**src/rtl/pe_pkg.sv**
```systemverilog
// Shared mode encodings and MAC FSM state type for the processing element.
package pe_pkg;
  typedef logic [1:0] pe_mode_t;

  localparam pe_mode_t MODE_MAC     = 2'd0;
  localparam pe_mode_t MODE_MUL_ADD = 2'd1;
  localparam pe_mode_t MODE_LOAD    = 2'd2;
  localparam pe_mode_t MODE_CLEAR   = 2'd3;

  typedef enum logic {
    ST_IDLE = 1'b0,
    ST_ACC  = 1'b1
  } pe_state_e;
endpackage

```
**src/rtl/pe_param_if.sv**
```systemverilog
// Operand/result bundle of one processing element; upstream drives through
// the master modport and the PE sits on the slave modport.
interface pe_param_if #(
  parameter int DW   = 8,
  parameter int KMAX = 9
);
  import pe_pkg::*;
  localparam int CW = $clog2(KMAX + 1);

  pe_mode_t               mode_i;
  logic                   valid_i;
  logic signed [DW-1:0]   pe_in;
  logic signed [DW-1:0]   pe_filter;
  logic signed [DW-1:0]   psum_in;
  logic        [CW-1:0]   acc_len;

  logic signed [DW-1:0]   pe_in_o;
  logic                   valid_o;
  pe_mode_t               mode_o;
  logic signed [DW-1:0]   pe_out;
  logic                   out_valid;
  logic                   sat_o;
  logic                   busy;

  modport master (
    output mode_i, valid_i, pe_in, pe_filter, psum_in, acc_len,
    input  pe_in_o, valid_o, mode_o, pe_out, out_valid, sat_o, busy
  );

  modport slave (
    input  mode_i, valid_i, pe_in, pe_filter, psum_in, acc_len,
    output pe_in_o, valid_o, mode_o, pe_out, out_valid, sat_o, busy
  );
endinterface

```
**src/rtl/pe_sat.sv**
```systemverilog
// Arithmetic right shift by SHIFT followed by saturation to a signed DW-bit range.
module pe_sat #(
  parameter int IN_W  = 17,
  parameter int DW    = 8,
  parameter int SHIFT = 0
) (
  input  logic signed [IN_W-1:0] din,
  output logic signed [DW-1:0]   dout,
  output logic                   sat
);
  localparam logic signed [IN_W-1:0] MAX_W = {{(IN_W-DW+1){1'b0}}, {(DW-1){1'b1}}};
  localparam logic signed [IN_W-1:0] MIN_W = {{(IN_W-DW+1){1'b1}}, {(DW-1){1'b0}}};
  localparam logic signed [DW-1:0]   MAX_O = {1'b0, {(DW-1){1'b1}}};
  localparam logic signed [DW-1:0]   MIN_O = {1'b1, {(DW-1){1'b0}}};

  // Result packs {clipped flag, saturated value}.
  function automatic logic [DW:0] shift_sat(input logic signed [IN_W-1:0] x);
    logic signed [IN_W-1:0] sh;
    sh = x >>> SHIFT;
    if (sh > MAX_W)      shift_sat = {1'b1, MAX_O};
    else if (sh < MIN_W) shift_sat = {1'b1, MIN_O};
    else                 shift_sat = {1'b0, sh[DW-1:0]};
  endfunction

  always_comb begin
    {sat, dout} = shift_sat(din);
  end
endmodule

```
**src/rtl/pe_param.sv**
```systemverilog
// Systolic processing element: windowed MAC, single-cycle MUL_ADD, weight
// load and clear, with one-cycle forwarding of activation, valid and mode.
module pe_param
  import pe_pkg::*;
#(
  parameter int DW    = 8,
  parameter int KMAX  = 9,
  parameter int SHIFT = 0
) (
  input  logic       clk,
  input  logic       rst,
  pe_param_if.slave  bus
);
  localparam int CW = $clog2(KMAX + 1);
  localparam int PW = 2 * DW;
  localparam int MW = 2 * DW + 1;
  localparam int AW = 2 * DW + $clog2(KMAX);
  localparam logic [CW-1:0] KMAX_C = CW'(KMAX);
  localparam logic [CW-1:0] ONE_C  = CW'(1);

  pe_state_e               state_q, state_d;
  logic signed [AW-1:0]    acc_q, acc_d;
  logic        [CW-1:0]    cnt_q, cnt_d;
  logic        [CW-1:0]    len_q, len_d;
  logic signed [DW-1:0]    weight_q, weight_d;
  logic signed [DW-1:0]    pe_in_o_q, pe_in_o_d;
  logic                    valid_o_q, valid_o_d;
  pe_mode_t                mode_o_q, mode_o_d;
  logic signed [DW-1:0]    pe_out_q, pe_out_d;
  logic                    out_valid_q, out_valid_d;
  logic                    sat_q, sat_d;

  logic signed [PW-1:0]    prod;
  logic signed [AW-1:0]    acc_sum;
  logic signed [MW-1:0]    ma_sum;
  logic        [CW-1:0]    len_eff, len_cur, cnt_new;
  logic                    mac_go, mac_done;
  logic signed [DW-1:0]    mac_res, ma_res;
  logic                    mac_sat, ma_sat;

  // Stage 0: product, running sum and window-completion decode
  always_comb begin
    prod     = bus.pe_in * weight_q;
    acc_sum  = (state_q == ST_ACC) ? acc_q + AW'(prod) : AW'(prod);
    ma_sum   = MW'(prod) + MW'(bus.psum_in);
    if (bus.acc_len == '0)        len_eff = ONE_C;
    else if (bus.acc_len > KMAX_C) len_eff = KMAX_C;
    else                          len_eff = bus.acc_len;
    len_cur  = (state_q == ST_ACC) ? len_q : len_eff;
    cnt_new  = (state_q == ST_ACC) ? cnt_q + ONE_C : ONE_C;
    mac_go   = bus.valid_i && (bus.mode_i == MODE_MAC);
    mac_done = mac_go && (cnt_new == len_cur);
  end

  pe_sat #(.IN_W(AW), .DW(DW), .SHIFT(SHIFT)) u_sat_mac (
    .din(acc_sum), .dout(mac_res), .sat(mac_sat)
  );

  pe_sat #(.IN_W(MW), .DW(DW), .SHIFT(SHIFT)) u_sat_ma (
    .din(ma_sum), .dout(ma_res), .sat(ma_sat)
  );

  always_ff @(posedge clk) begin
    if (!rst) state_q <= ST_IDLE;
    else      state_q <= state_d;
  end

  // Any qualified non-MAC operation also aborts an open window.
  always_comb begin
    state_d = state_q;
    if (bus.valid_i) state_d = (mac_go && !mac_done) ? ST_ACC : ST_IDLE;
  end

  always_comb begin
    acc_d       = acc_q;
    cnt_d       = cnt_q;
    len_d       = len_q;
    weight_d    = weight_q;
    pe_out_d    = pe_out_q;
    out_valid_d = 1'b0;
    sat_d       = 1'b0;
    pe_in_o_d   = bus.pe_in;
    valid_o_d   = bus.valid_i;
    mode_o_d    = bus.mode_i;
    if (bus.valid_i) begin
      case (bus.mode_i)
        MODE_MAC: begin
          if (state_q == ST_IDLE) len_d = len_eff;
          if (mac_done) begin
            acc_d       = '0;
            cnt_d       = '0;
            pe_out_d    = mac_res;
            sat_d       = mac_sat;
            out_valid_d = 1'b1;
          end else begin
            acc_d = acc_sum;
            cnt_d = cnt_new;
          end
        end
        MODE_MUL_ADD: begin
          acc_d       = '0;
          cnt_d       = '0;
          pe_out_d    = ma_res;
          sat_d       = ma_sat;
          out_valid_d = 1'b1;
        end
        MODE_LOAD: begin
          weight_d = bus.pe_filter;
          acc_d    = '0;
          cnt_d    = '0;
        end
        default: begin
          acc_d = '0;
          cnt_d = '0;
        end
      endcase
    end
  end

  // Stage 1: registered results and forwarded operands
  always_ff @(posedge clk) begin
    if (!rst) begin
      acc_q       <= '0;
      cnt_q       <= '0;
      len_q       <= '0;
      weight_q    <= '0;
      pe_out_q    <= '0;
      out_valid_q <= 1'b0;
      sat_q       <= 1'b0;
      pe_in_o_q   <= '0;
      valid_o_q   <= 1'b0;
      mode_o_q    <= '0;
    end else begin
      acc_q       <= acc_d;
      cnt_q       <= cnt_d;
      len_q       <= len_d;
      weight_q    <= weight_d;
      pe_out_q    <= pe_out_d;
      out_valid_q <= out_valid_d;
      sat_q       <= sat_d;
      pe_in_o_q   <= pe_in_o_d;
      valid_o_q   <= valid_o_d;
      mode_o_q    <= mode_o_d;
    end
  end

  always_comb begin
    bus.busy      = (state_q == ST_ACC);
    bus.pe_out    = pe_out_q;
    bus.out_valid = out_valid_q;
    bus.sat_o     = sat_q;
    bus.pe_in_o   = pe_in_o_q;
    bus.valid_o   = valid_o_q;
    bus.mode_o    = mode_o_q;
  end
endmodule

```
**src/flat_wrapper.sv**
```systemverilog
// flat-port wrapper written by rule: the top's interface ports become plain ports
module pe_param_flat import pe_pkg::*;
#(
  parameter int DW    = 8,
  parameter int KMAX  = 9,
  parameter int SHIFT = 0
)
  (clk, rst, bus_mode_i, bus_valid_i, bus_pe_in, bus_pe_filter, bus_psum_in, bus_acc_len, bus_pe_in_o, bus_valid_o, bus_mode_o, bus_pe_out, bus_out_valid, bus_sat_o, bus_busy);
  pe_param_if #(.DW(DW), .KMAX(KMAX)) bus_i ();
  input  logic clk;
  input  logic rst;
  input wire logic [$bits(bus_i.mode_i)-1:0] bus_mode_i;
  input wire logic [$bits(bus_i.valid_i)-1:0] bus_valid_i;
  input wire logic [$bits(bus_i.pe_in)-1:0] bus_pe_in;
  input wire logic [$bits(bus_i.pe_filter)-1:0] bus_pe_filter;
  input wire logic [$bits(bus_i.psum_in)-1:0] bus_psum_in;
  input wire logic [$bits(bus_i.acc_len)-1:0] bus_acc_len;
  output wire logic [$bits(bus_i.pe_in_o)-1:0] bus_pe_in_o;
  output wire logic [$bits(bus_i.valid_o)-1:0] bus_valid_o;
  output wire logic [$bits(bus_i.mode_o)-1:0] bus_mode_o;
  output wire logic [$bits(bus_i.pe_out)-1:0] bus_pe_out;
  output wire logic [$bits(bus_i.out_valid)-1:0] bus_out_valid;
  output wire logic [$bits(bus_i.sat_o)-1:0] bus_sat_o;
  output wire logic [$bits(bus_i.busy)-1:0] bus_busy;
  assign bus_i.mode_i = bus_mode_i;
  assign bus_i.valid_i = bus_valid_i;
  assign bus_i.pe_in = bus_pe_in;
  assign bus_i.pe_filter = bus_pe_filter;
  assign bus_i.psum_in = bus_psum_in;
  assign bus_i.acc_len = bus_acc_len;
  assign bus_pe_in_o = bus_i.pe_in_o;
  assign bus_valid_o = bus_i.valid_o;
  assign bus_mode_o = bus_i.mode_o;
  assign bus_pe_out = bus_i.pe_out;
  assign bus_out_valid = bus_i.out_valid;
  assign bus_sat_o = bus_i.sat_o;
  assign bus_busy = bus_i.busy;
  pe_param #(.DW(DW), .KMAX(KMAX), .SHIFT(SHIFT)) u_core (.clk(clk), .rst(rst), .bus(bus_i));
endmodule
```
**config.mk**
```make
export PLATFORM = sky130hd
export DESIGN_NAME = pe_param_flat
export DESIGN_NICKNAME = d
export VERILOG_FILES = /design/src/rtl/pe_pkg.sv /design/src/rtl/pe_param_if.sv /design/src/rtl/pe_sat.sv /design/src/rtl/pe_param.sv /design/src/flat_wrapper.sv
export SDC_FILE = /design/constraint.sdc
export NUM_CORES = 1
export LEC_CHECK = 0
export ABC_AREA = 1
export CAP_MARGIN = 20
export CORE_UTILIZATION = 45
export CTS_BUF_LIST = sky130_fd_sc_hd__clkbuf_16
export CTS_CLUSTER_SIZE = 16
export DETAILED_ROUTE_END_ITERATION = 12
export GPL_ROUTABILITY_DRIVEN = 0
export HOLD_SLACK_MARGIN = 0.12
export MAX_ROUTING_LAYER = met4
export RECOVER_POWER = 50
export REMOVE_ABC_BUFFERS = 1
export SETUP_SLACK_MARGIN = 0.02
export SYNTH_ARGS = -nofsm -noshare
export SYNTH_HDL_FRONTEND = slang
export SYNTH_SLANG_ARGS = --single-unit
```
**constraint.sdc**
```tcl
create_clock -name clk -period 10.7 [get_ports clk]
set_input_delay 1.07 -clock clk [delete_from_list [all_inputs] [get_ports clk]]
set_output_delay 1.07 -clock clk [all_outputs]
set_load 0.1 [all_outputs]
```
==> results of run 1 <==
## logic make-up after synthesis
family | synth area share
fa+ha+maj | 0.257
flops | 0.152
simple gates | 0.313
buf+inv | 0.146
xor+xnor | 0.0320
compound gates | 0.100
## flip-flops by register name, indices dropped and copies added (netlist names), 2 cells and up
| register | cells |
|---|---|
| u_core.cnt_q | 4 |
| u_core.acc_q | 20 |
| u_core.bus.pe_in_o | 8 |
| u_core.weight_q | 8 |
| u_core.bus.pe_out | 8 |
| u_core.bus.mode_o | 2 |
| u_core.len_q | 4 |
## synth_stat cells, types with 3 or more instances
| master | n |
|---|---|
| nand2_1 | 354 |
| inv_1 | 248 |
| a21oi_1 | 84 |
| nand3_1 | 75 |
| ha_1 | 66 |
| nor2_1 | 64 |
| dfxtp_1 | 58 |
| fa_1 | 57 |
| o21ai_0 | 27 |
| clkbuf_1 | 26 |
| nand4_1 | 22 |
| xnor2_1 | 20 |
| nand2_2 | 15 |
| xor2_1 | 8 |
| inv_2 | 7 |
| a21oi_2 | 5 |
| nand3b_1 | 5 |
| nor2_2 | 5 |
| o21bai_1 | 5 |
| nand3_2 | 4 |
| nor3_1 | 4 |
| clkinv_1 | 3 |
## final timing paths
check,startpoint,endpoint,slack [ps],cells after the start
hold reg to reg,u_core.len_q[3],u_core.len_q[3],470,2
setup / recovery,bus_pe_in[7],u_core.bus.pe_out[3],2970,35
hold / removal,u_core.len_q[3],u_core.len_q[3],470,2
setup reg to reg,u_core.weight_q[7],u_core.bus.pe_out[3],3880,34
## per-layer routing
metal | wire length, um | track usage | vias up
met4 | 409 | 0.0734 | 0
met5 | 0 | - | -
met2 | 8580 | 0.378 | 179
met1 | 9690 | 0.332 | 3267
li1 | - | - | 3735
met3 | 942 | 0.0341 | 29
## area by class of cell
cell class / count / area share
multi-input combinational: 844 / 0.624
sequential: 58 / 0.135
inverter: 259 / 0.114
timing repair buffer: 57 / 0.0645
tap: 220 / 0.0320
clock buffer: 9 / 0.0262
clock inverter: 7 / 0.00451
## worst register-to-register path, delay by kind of cell (launching register included)
family / cells / cell delay, ps
AO/OA/AOI/OAI: 3 / 490
buffers and inverters: 7 / 620
adder cells (fa/ha/maj): 6 / 2850
flip-flops: 1 / 370
AND/OR/NAND/NOR: 18 / 2290
## cells in the final DEF (no fill, tap or decap), types with 3 or more instances in the layout
cell	synthesis	layout
nor2_1	64	64
xnor2_1	20	20
dlygate4sd3_1	0	16
o21bai_1	5	5
nand2_2	15	15
clkdlybuf4s50_1	0	38
nand3_2	4	4
clkinv_1	3	3
nand2_1	354	354
a21oi_2	5	5
xor2_1	8	8
a21oi_1	84	84
dfxtp_1	58	58
nor3_1	4	4
nand4_1	22	22
inv_2	7	7
o21ai_0	27	27
nand3_1	75	75
clkbuf_16	0	9
nor2_2	5	5
clkinv_2	0	3
inv_1	248	250
ha_1	66	66
fa_1	57	57
nand3b_1	5	5
## metrics by stage
| step | worst slack, ps | std cells |
|---|---|---|
| after CTS | 3050 | 1454 |
| after detailed placement | 2740 | 1438 |
| after floorplan | 4180 | 1161 |
| final | 2970 | 1454 |
| after global placement | 2760 | 1438 |
| after global routing | 2430 | 1454 |
## power by group through the flow
stage          combinational [mW]  clock [mW]  sequential [mW]
2_1_floorplan               0.420           0            0.274
3_3_place_gp                0.605           0            0.239
3_5_place_dp                0.604           0            0.239
4_1_cts                     0.609       0.274            0.235
5_1_grt                     0.682       0.282            0.236
6_report                    0.607       0.266            0.235
==> reports/metrics.csv, run 1 <==
stage,metric,value,unit
outcome,status,"finished, violations left",
outcome,failing checks,"capacitance limit, slew limit",
power,Logic pwr share,0.548,
critical_path,CP startpoint kind,input pin,
finish,share of layout cells above drive strength 1,0.0527,
power,PD cells,129,mW/mm2
logic_synthesis,register area share after synthesis,0.152,
grt,GRT Total Usage,0.245,
placement,post-DP HPWL,16000,um
sta,Final Hold Vio Count,0,
power,clock network fraction of design power,0.240,
cts,H-tree depth,3,
logic_synthesis,library cells used by synthesis,45,
drt,antenna-violating nets left,0,
drt,number of detailed-route iterations in the first pass,5,
finish,antenna diode count,0,
grt,initial antenna violation count,0,
cts,clock sinks,58,
power,worst vdd ir,102,uV
sta,max_slew headroom,-0.233,
grt,first-pass GRT wire length,33200,um
finish,Post-Route Utilization,0.519,
critical_path,crit path max fanout,9,
logic_synthesis,"FF+latch count, synth",58,
grt,GR Overflow Total,0,
critical_path,Crit path required time,10850,ps
floorplan,die area,0.0175,mm2
sta,Worst-Margin Slew,1850,ps
critical_path,CP Data Arrival Time,7870,ps
logic_synthesis,YS warnings,0,
floorplan,chip width,132,um
sta,RSZ-0062 raised after global routing,no,
drt,DRC Markers,0,
critical_path,kind of cell adding the most delay to the critical path,adder cells,
finish,Nets,1385,
placement,Port Buf Inserts,54,
critical_path,CP max stage delay,650,ps
logic_synthesis,"EDFF count, synth",0,
floorplan,IO Count,55,
power,LEAKAGE,4.74,nW
cts,Skew-Pair Late Insertion Delay,340,ps
sta,fmax,0.129,GHz
drt,DRT iter0 DRCs,422,
drt,vias per cell,4.96,
sta,final setup violating endpoints,0,
sta,"Period Utilization, post-route",0.722,
sta,clock period minus worst slack,7730,ps
placement,post-placement cell area,0.00835,mm2
logic_synthesis,Area contributors post-synth,"nand2_1, dfxtp_1, fa_1",
drt,final wirelength,19600,um
logic_synthesis,asr flop ratio synth,0,
power,Int Power,0.584,mW
drt,post-DR wirelength/cell,13.5,um
cts,total CTS buffers,9,
grt,number of global-route vias before repair,6814,
sta,Clock Skew,6.02,ps
finish,Area growth syn-to-layout,12.4,%
critical_path,WP buf/inv,9,
min_path,Hold Crit Class,reg2reg,
cts,post-CTS resize count,0,
drt,vias,7210,
run,max-cap viol count,1,
power,Switching Power,0.524,mW
power,"Power, Total",1.11,mW
critical_path,CP max-delay cell,fa_1,
sta,pins over their slew limit,35,
logic_synthesis,Cells after Synth,1193,
grt,largest net degree at the start of global routing,35,
critical_path,CP Capture Type,flip-flop,
floorplan,Die Height,132,um
finish,fin area,0.00861,mm2
logic_synthesis,Post-synth top flop,dfxtp_1,
logic_synthesis,Mean Syn Cell Area,6.42,um2
finish,register area,0.00116,mm2
logic_synthesis,top-area cell type share of the netlist area,0.174,
sta,WHS,466,ps
cts,Max Root-Sink Buffers,2,
floorplan,Initial Util,0.462,
logic_synthesis,leading area contributor after synthesis,nand2_1,
floorplan,core footprint,0.0166,mm2
cts,CTS tree,built,
power,switching share of total power,0.473,
floorplan,# rows,47,
logic_synthesis,Mapped Area,0.00766,mm2
cts,root buf cell,clkbuf_16,
finish,# fillers,1707,
critical_path,"most used cell, CP",inv_1,
power,part of the power in registers,0.212,
cts,Post-CTS Hold Buffers,0,
cts,clock-pin transition on the worst setup and hold timing paths,50,ps
sta,setup_tns,0,ps
cts,post-CTS setup buffer count,0,
finish,footprint of the multi-input gates,0.00537,mm2
critical_path,Crit Path Class,in2reg,
Note: power is estimated with default switching activity, not from simulation.
==> run 2, diff against run 1 <==
- PLACE_DENSITY: unset -> 0.66
- clock period: 10.7 -> 7.1 ns (I/O delays scaled with it)
==> run 2 against run 1 <==
  * Final area up 2.7%
  * Sequential power up 51%
  * Via count up 1.4%
  * The flow now finishes without violations
  * Worst hold slack better by 1.2 ps
  * Sequential share of layout area down 0.36 points
  * Clock skew about the same
  * Die area unchanged
  * Total power up 60%
==> reports/metrics.csv, run 2 (synthesis gave the netlist of run 1 again) <==
stage,metric,value,unit,change
min_path,Hold Crit Class,reg2reg,,unchanged
floorplan,# rows,47,,unchanged
cts,Post-CTS Hold Buffers,0,,unchanged
floorplan,Initial Util,0.462,,unchanged
cts,root buf cell,clkbuf_16,,unchanged
cts,total CTS buffers,9,,unchanged
outcome,status,completed,,"was finished, violations left"
floorplan,IO Count,55,,unchanged
critical_path,R2R cell count,34,,unchanged
cts,CTS tree,built,,unchanged
grt,largest net degree at the start of global routing,35,,unchanged
critical_path,CP Data Arrival Time,6880,ps,was 7870 ps
critical_path,CP max-delay cell,fa_1,,unchanged
grt,number of global-route vias before repair,6967,,was 6814
cts,clock-pin transition on the worst setup and hold timing paths,50,ps,about the same
power,worst vdd ir,134,uV,was 102 uV
drt,antenna-violating nets left,0,,unchanged
finish,most frequent cells in the layout,"nand2_1, inv_1, a21oi_1, nand3_1, ha_1",,unchanged
finish,Largest register FFs,20,,unchanged
critical_path,CP Capture Type,flip-flop,,unchanged
critical_path,Reg-to-Reg Start,u_core.weight_q[7],,unchanged
min_path,HP Start,u_core.len_q[3],,unchanged
sta,clock period minus worst slack,6650,ps,
drt,number of detailed-route iterations in the first pass,6,,was 5
floorplan,core footprint,0.0166,mm2,unchanged
sta,final setup violating endpoints,0,,unchanged
drt,final wirelength,19600,um,about the same
cts,H-tree depth,3,,unchanged
sta,pins over their slew limit,0,,was 35
finish,Nets,1406,,was 1385
critical_path,CP startpoint kind,input pin,,unchanged
placement,Port Buf Inserts,54,,unchanged
run,max-cap viol count,0,,was 1
placement,placed cells,1459,,was 1438
sta,RSZ-0062 raised after global routing,no,,unchanged
critical_path,crit path max fanout,8,,was 9
grt,first-pass GRT wire length,33600,um,was 33200 um
finish,share of layout cells above drive strength 1,0.0718,,was 0.0527
cts,Max Root-Sink Buffers,2,,unchanged
critical_path,Crit path required time,7330,ps,was 10850 ps
grt,GR Overflow Total,0,,unchanged
sta,fmax,0.150,GHz,
sta,max_slew headroom,0.325,,was -0.233
finish,most flop-heavy register,u_core.acc_q,,unchanged
sta,"Period Utilization, post-route",0.937,,
critical_path,Crit Path Class,in2reg,,unchanged
finish,antenna diode count,0,,unchanged
drt,DRC Markers,0,,unchanged
finish,"commonest non-fill, non-tap cell in the layout",nand2_1,,unchanged
floorplan,Die Height,132,um,unchanged
grt,GRT Total Usage,0.247,,was 0.245
power,LEAKAGE,4.90,nW,was 4.74 nW
grt,initial antenna violation count,0,,unchanged
sta,Worst-Margin Slew,1010,ps,was 1850 ps
placement,post-DP HPWL,15900,um,was 16000 um
critical_path,reg2reg end,u_core.bus.sat_o,,was u_core.bus.pe_out[3]
sta,Clock Skew,6.18,ps,was 6.02 ps
min_path,Hold Path End,u_core.len_q[3],,unchanged
drt,vias per cell,4.96,,about the same
finish,fin cells,1474,,was 1454
cts,Skew-Pair Late Insertion Delay,340,ps,about the same
cts,post-CTS setup buffer count,0,,unchanged
drt,vias,7314,,was 7210
cts,clock sinks,58,,unchanged
min_path,Hold Path Stages,2,,unchanged
floorplan,die area,0.0175,mm2,unchanged
floorplan,chip width,132,um,unchanged
critical_path,CP max stage delay,540,ps,was 650 ps
sta,Final Hold Vio Count,0,,unchanged
drt,DRT iter0 DRCs,429,,was 422
power,"Power, Total",1.78,mW,was 1.11 mW
critical_path,"reg-to-reg slack, setup",530,ps,was 3880 ps
finish,Area growth syn-to-layout,15.5,%,was 12.4%
drt,post-DR wirelength/cell,13.3,um,was 13.5 um
power,PD cells,201,mW/mm2,was 129 mW/mm2
==> run 2: cell count changes in the layout (fill, tap and decap cells not counted), sizes merged <==
cell and change:
clkdlybuf4s50 -6, bufinv +2, inv -1, clkinv -3, buf +23, dlygate4sd3 +1, clkbuf -2, dlymetal6s2s +5
clkinvlp +1
==> run 2: critical path, delay by kind of cell <==
family	cells	cell delay [ps]
fa+ha+maj	6	2810
simple gates	19	2340
buf+inv	8	940
compound gates	1	70
==> run 2: timing repair <==
item,CTS,global route
endpoints found under the hold margin,0,0
setup endpoints to repair,0,9
gates resized for setup,0,8
==> run 2: metrics by stage <==
stage	util	TNS [ps]	instance area, um2	hold slack, ps	setup WS, ps
2_1_floorplan	-	0	7510	444	940
3_3_place_gp	0.513	0	8510	454	39.9
3_5_place_dp	0.513	-17.5	8510	462	-17.5
4_1_cts	0.532	0	8820	471	312
5_1_grt	0.533	0	8840	484	33.9
6_report	0.533	0	8840	467	449
==> run 2: final cells by class <==
class / count / area (um2)
Clock buffer: 9 / 225
Clock inverter: 6 / 83.8
Timing Repair Buffer: 78 / 733
Sequential cell: 58 / 1160
Multi-Input combinational cell: 844 / 5380
Inverter: 259 / 977
Tap cell: 220 / 275
Fill cell: 1738 / 7740
==> run 2: how the worst max path moves through the flow <==
stage | cells past startpoint | from | slack, ps | to
2_1_floorplan | 35 | bus_pe_in[7] | 940 | u_core.bus.pe_out[0]
6_report | 34 | bus_pe_in[0] | 450 | u_core.bus.sat_o
5_1_grt | 34 | bus_pe_in[0] | 30 | u_core.bus.sat_o
3_5_place_dp | 34 | bus_pe_in[4] | -20 | u_core.bus.sat_o
4_1_cts | 34 | bus_pe_in[4] | 310 | u_core.bus.sat_o
3_3_place_gp | 34 | bus_pe_in[4] | 40 | u_core.bus.sat_o
==> run 2: report_power, final <==
group / switching, mW / leakage, nW / internal [mW]
clock network: 0.169 / 0.149 / 0.303
registers: 0.0143 / 0.473 / 0.341
logic: 0.611 / 4.28 / 0.338
==> run 2: layer usage <==
layer | share of wire | vias up | GRT usage
li1 | - | 3779 | -
met1 | 0.50 | 3352 | 0.341
met2 | 0.43 | 167 | 0.378
met3 | 0.047 | 16 | 0.0356
met4 | 0.017 | 0 | 0.0626
met5 | 0 | - | -
==> run 3, diff against run 2 <==
- CORE_UTILIZATION: 45 -> 48
- CTS_CLUSTER_SIZE: 16 -> 20
- PLACE_DENSITY: 0.66 -> 0.7
==> run 3 against run 2 <==
  * Worst setup slack improved by 36 ps
  * Sequential cell count unchanged
  * Clock skew increased by 2.8 ps
  * Clock-buffer cell count unchanged
  * Global-route usage increased by 1.7 points
  * Via count increased by 2.3%
  * Clock power increased by 16%
  * Critical path depth increased by 1
  * Combinational power increased by 0.9%
  * Critical path type unchanged
  * Largest cell class unchanged
==> reports/metrics.csv, run 3 (synthesis gave the netlist of run 1 again) <==
stage,metric,value,unit,change
outcome,status,completed,,unchanged
finish,share of layout cells above drive strength 1,0.0784,,was 0.0718
grt,number of global-route vias before repair,7047,,was 6967
drt,vias per cell,5.08,,was 4.96
finish,most flop-heavy register,u_core.acc_q,,unchanged
cts,H-tree depth,3,,unchanged
power,worst vdd ir,152,uV,was 134 uV
critical_path,"most used cell, CP",nand2_1,,
sta,WHS,467,ps,about the same
floorplan,Initial Util,0.498,,was 0.462
power,LEAKAGE,4.95,nW,was 4.90 nW
critical_path,CP Capture Type,flip-flop,,unchanged
sta,Worst-Margin Slew,1050,ps,was 1010 ps
floorplan,die area,0.0165,mm2,was 0.0175 mm2
grt,initial antenna violation count,0,,unchanged
sta,final setup violating endpoints,0,,unchanged
floorplan,core footprint,0.0154,mm2,was 0.0166 mm2
drt,vias,7480,,was 7314
sta,Final Hold Vio Count,0,,unchanged
critical_path,CP max-delay cell,fa_1,,unchanged
drt,antenna-violating nets left,0,,unchanged
power,PD cells,208,mW/mm2,was 201 mW/mm2
sta,max_slew headroom,0.301,,was 0.325
drt,DRC Markers,0,,unchanged
finish,most frequent cells in the layout,"nand2_1, inv_1, a21oi_1, nand3_1, ha_1",,unchanged
critical_path,reg2reg end,u_core.bus.pe_out[3],,was u_core.bus.sat_o
placement,Port Buf Inserts,54,,unchanged
grt,GR Overflow Total,0,,unchanged
drt,DRT iter0 DRCs,648,,was 429
sta,setup_tns,0,ps,unchanged
run,max-cap viol count,0,,unchanged
floorplan,IO Count,55,,unchanged
cts,CTS tree,built,,unchanged
placement,post-placement cell area,0.00855,mm2,was 0.00851 mm2
critical_path,"reg-to-reg slack, setup",590,ps,was 530 ps
critical_path,CP startpoint kind,input pin,,unchanged
cts,root buf cell,clkbuf_16,,unchanged
finish,Nets,1413,,was 1406
critical_path,Reg-to-Reg Start,u_core.weight_q[7],,unchanged
grt,first-pass GRT wire length,33200,um,was 33600 um
min_path,Hold Crit Class,reg2reg,,unchanged
finish,Post-Route Utilization,0.581,,was 0.533
min_path,Hold Path End,u_core.cnt_q[3],,was u_core.len_q[3]
grt,GRT Total Usage,0.264,,was 0.247
min_path,HP Start,u_core.cnt_q[3],,was u_core.len_q[3]
finish,Largest register FFs,20,,unchanged
floorplan,chip width,128,um,was 132 um
sta,Clock Skew,9.03,ps,was 6.18 ps
drt,post-DR wirelength/cell,13.3,um,about the same
sta,"Period Utilization, post-route",0.932,,was 0.937
placement,post-DP HPWL,15800,um,was 15900 um
drt,number of detailed-route iterations in the first pass,5,,was 6
cts,Max Root-Sink Buffers,2,,unchanged
critical_path,CP max stage delay,540,ps,about the same
cts,total CTS buffers,9,,unchanged
floorplan,Die Height,128,um,was 132 um
min_path,Hold Path Stages,2,,unchanged
critical_path,R2R cell count,35,,was 34
cts,clock sinks,58,,unchanged
sta,RSZ-0062 raised after global routing,no,,unchanged
floorplan,# rows,45,,was 47
cts,clock-pin transition on the worst setup and hold timing paths,60,ps,was 50 ps
power,"Power, Total",1.86,mW,was 1.78 mW
finish,antenna diode count,0,,unchanged
critical_path,CP Data Arrival Time,6890,ps,was 6880 ps
finish,fin area,0.00893,mm2,was 0.00884 mm2
sta,fmax,0.151,GHz,was 0.150 GHz
critical_path,crit path max fanout,8,,unchanged
cts,Skew-Pair Late Insertion Delay,340,ps,about the same
finish,"commonest non-fill, non-tap cell in the layout",nand2_1,,unchanged
drt,final wirelength,19600,um,about the same
grt,largest net degree at the start of global routing,26,,was 35
critical_path,Crit Path Class,in2reg,,unchanged
sta,pins over their slew limit,0,,unchanged
sta,clock period minus worst slack,6620,ps,was 6650 ps
critical_path,Crit path required time,7380,ps,was 7330 ps
finish,Area growth syn-to-layout,16.7,%,was 15.5%
==> run 3: cell types whose count changed in the layout (fill, tap and decap cells not counted), moves of 2 or more <==
cell / previous run / this run
buf_4: 24 / 30
bufinv_16: 2 / 4
clkdlybuf4s50_1: 32 / 34
clkinvlp_4: 2 / 0
==> run 3: layout make-up <==
type | count | area (um2)
Clock buffer | 9 | 225
Clock inverter | 7 | 133
Fill cell | 1486 | 6440
Inverter | 259 | 977
Multi-Input combinational cell | 844 | 5390
Sequential cell | 58 | 1160
Tap cell | 211 | 264
Timing Repair Buffer | 85 | 779
==> run 3: what timing repair did <==
| action | 4_1_cts | 5_1_grt |
|---|---|---|
| resized for setup | 0 | 10 |
| endpoints found under the setup margin | 0 | 9 |
| endpoints found under the hold margin | 0 | 0 |
| setup buffers | 0 | 0 |
| hold buffers | 0 | 0 |
==> run 3: worst max path at each step <==
stage	startpoint	to	slack, ps	cells after the start
final	bus_pe_in[0]	u_core.bus.pe_out[3]	480	35
after global routing	bus_pe_in[0]	u_core.bus.pe_out[4]	30	33
after CTS	bus_pe_in[7]	u_core.bus.pe_out[3]	240	36
after detailed placement	bus_pe_in[7]	u_core.bus.pe_out[3]	-90	38
after global placement	bus_pe_in[0]	u_core.bus.pe_out[3]	80	32
after floorplan	bus_pe_in[7]	u_core.bus.pe_out[0]	940	35
==> run 3: critical path: cells and delay by family <==
| kind | cells | cell delay (ps) |
|---|---|---|
| fa+ha+maj | 6 | 2820 |
| simple gates | 22 | 2440 |
| buf+inv | 6 | 800 |
| compound gates | 1 | 100 |
==> run 3: stage by stage <==
| step | instances | worst slack [ps] |
|---|---|---|
| detailed placement | 1457 | -94.2 |
| global route | 1473 | 29.5 |
| finish | 1473 | 484 |
| CTS | 1473 | 242 |
| global placement | 1457 | 80.6 |
| floorplan | 1161 | 940 |
==> run 3: per-layer routing <==
layer,up-vias,GRT usage,share of wire
met5,-,-,0
met4,0,0.0941,0.025
met3,30,0.0326,0.061
met2,226,0.408,0.45
met1,3429,0.355,0.47
li1,3795,-,-
==> run 3: power by group <==
| group | total (mW) | leakage [nW] | switching, mW | internal [mW] |
|---|---|---|---|---|
| Combinational | 0.958 | 4.30 | 0.610 | 0.348 |
| Sequential | 0.355 | 0.473 | 0.0143 | 0.341 |
| Clock | 0.547 | 0.178 | 0.172 | 0.375 |
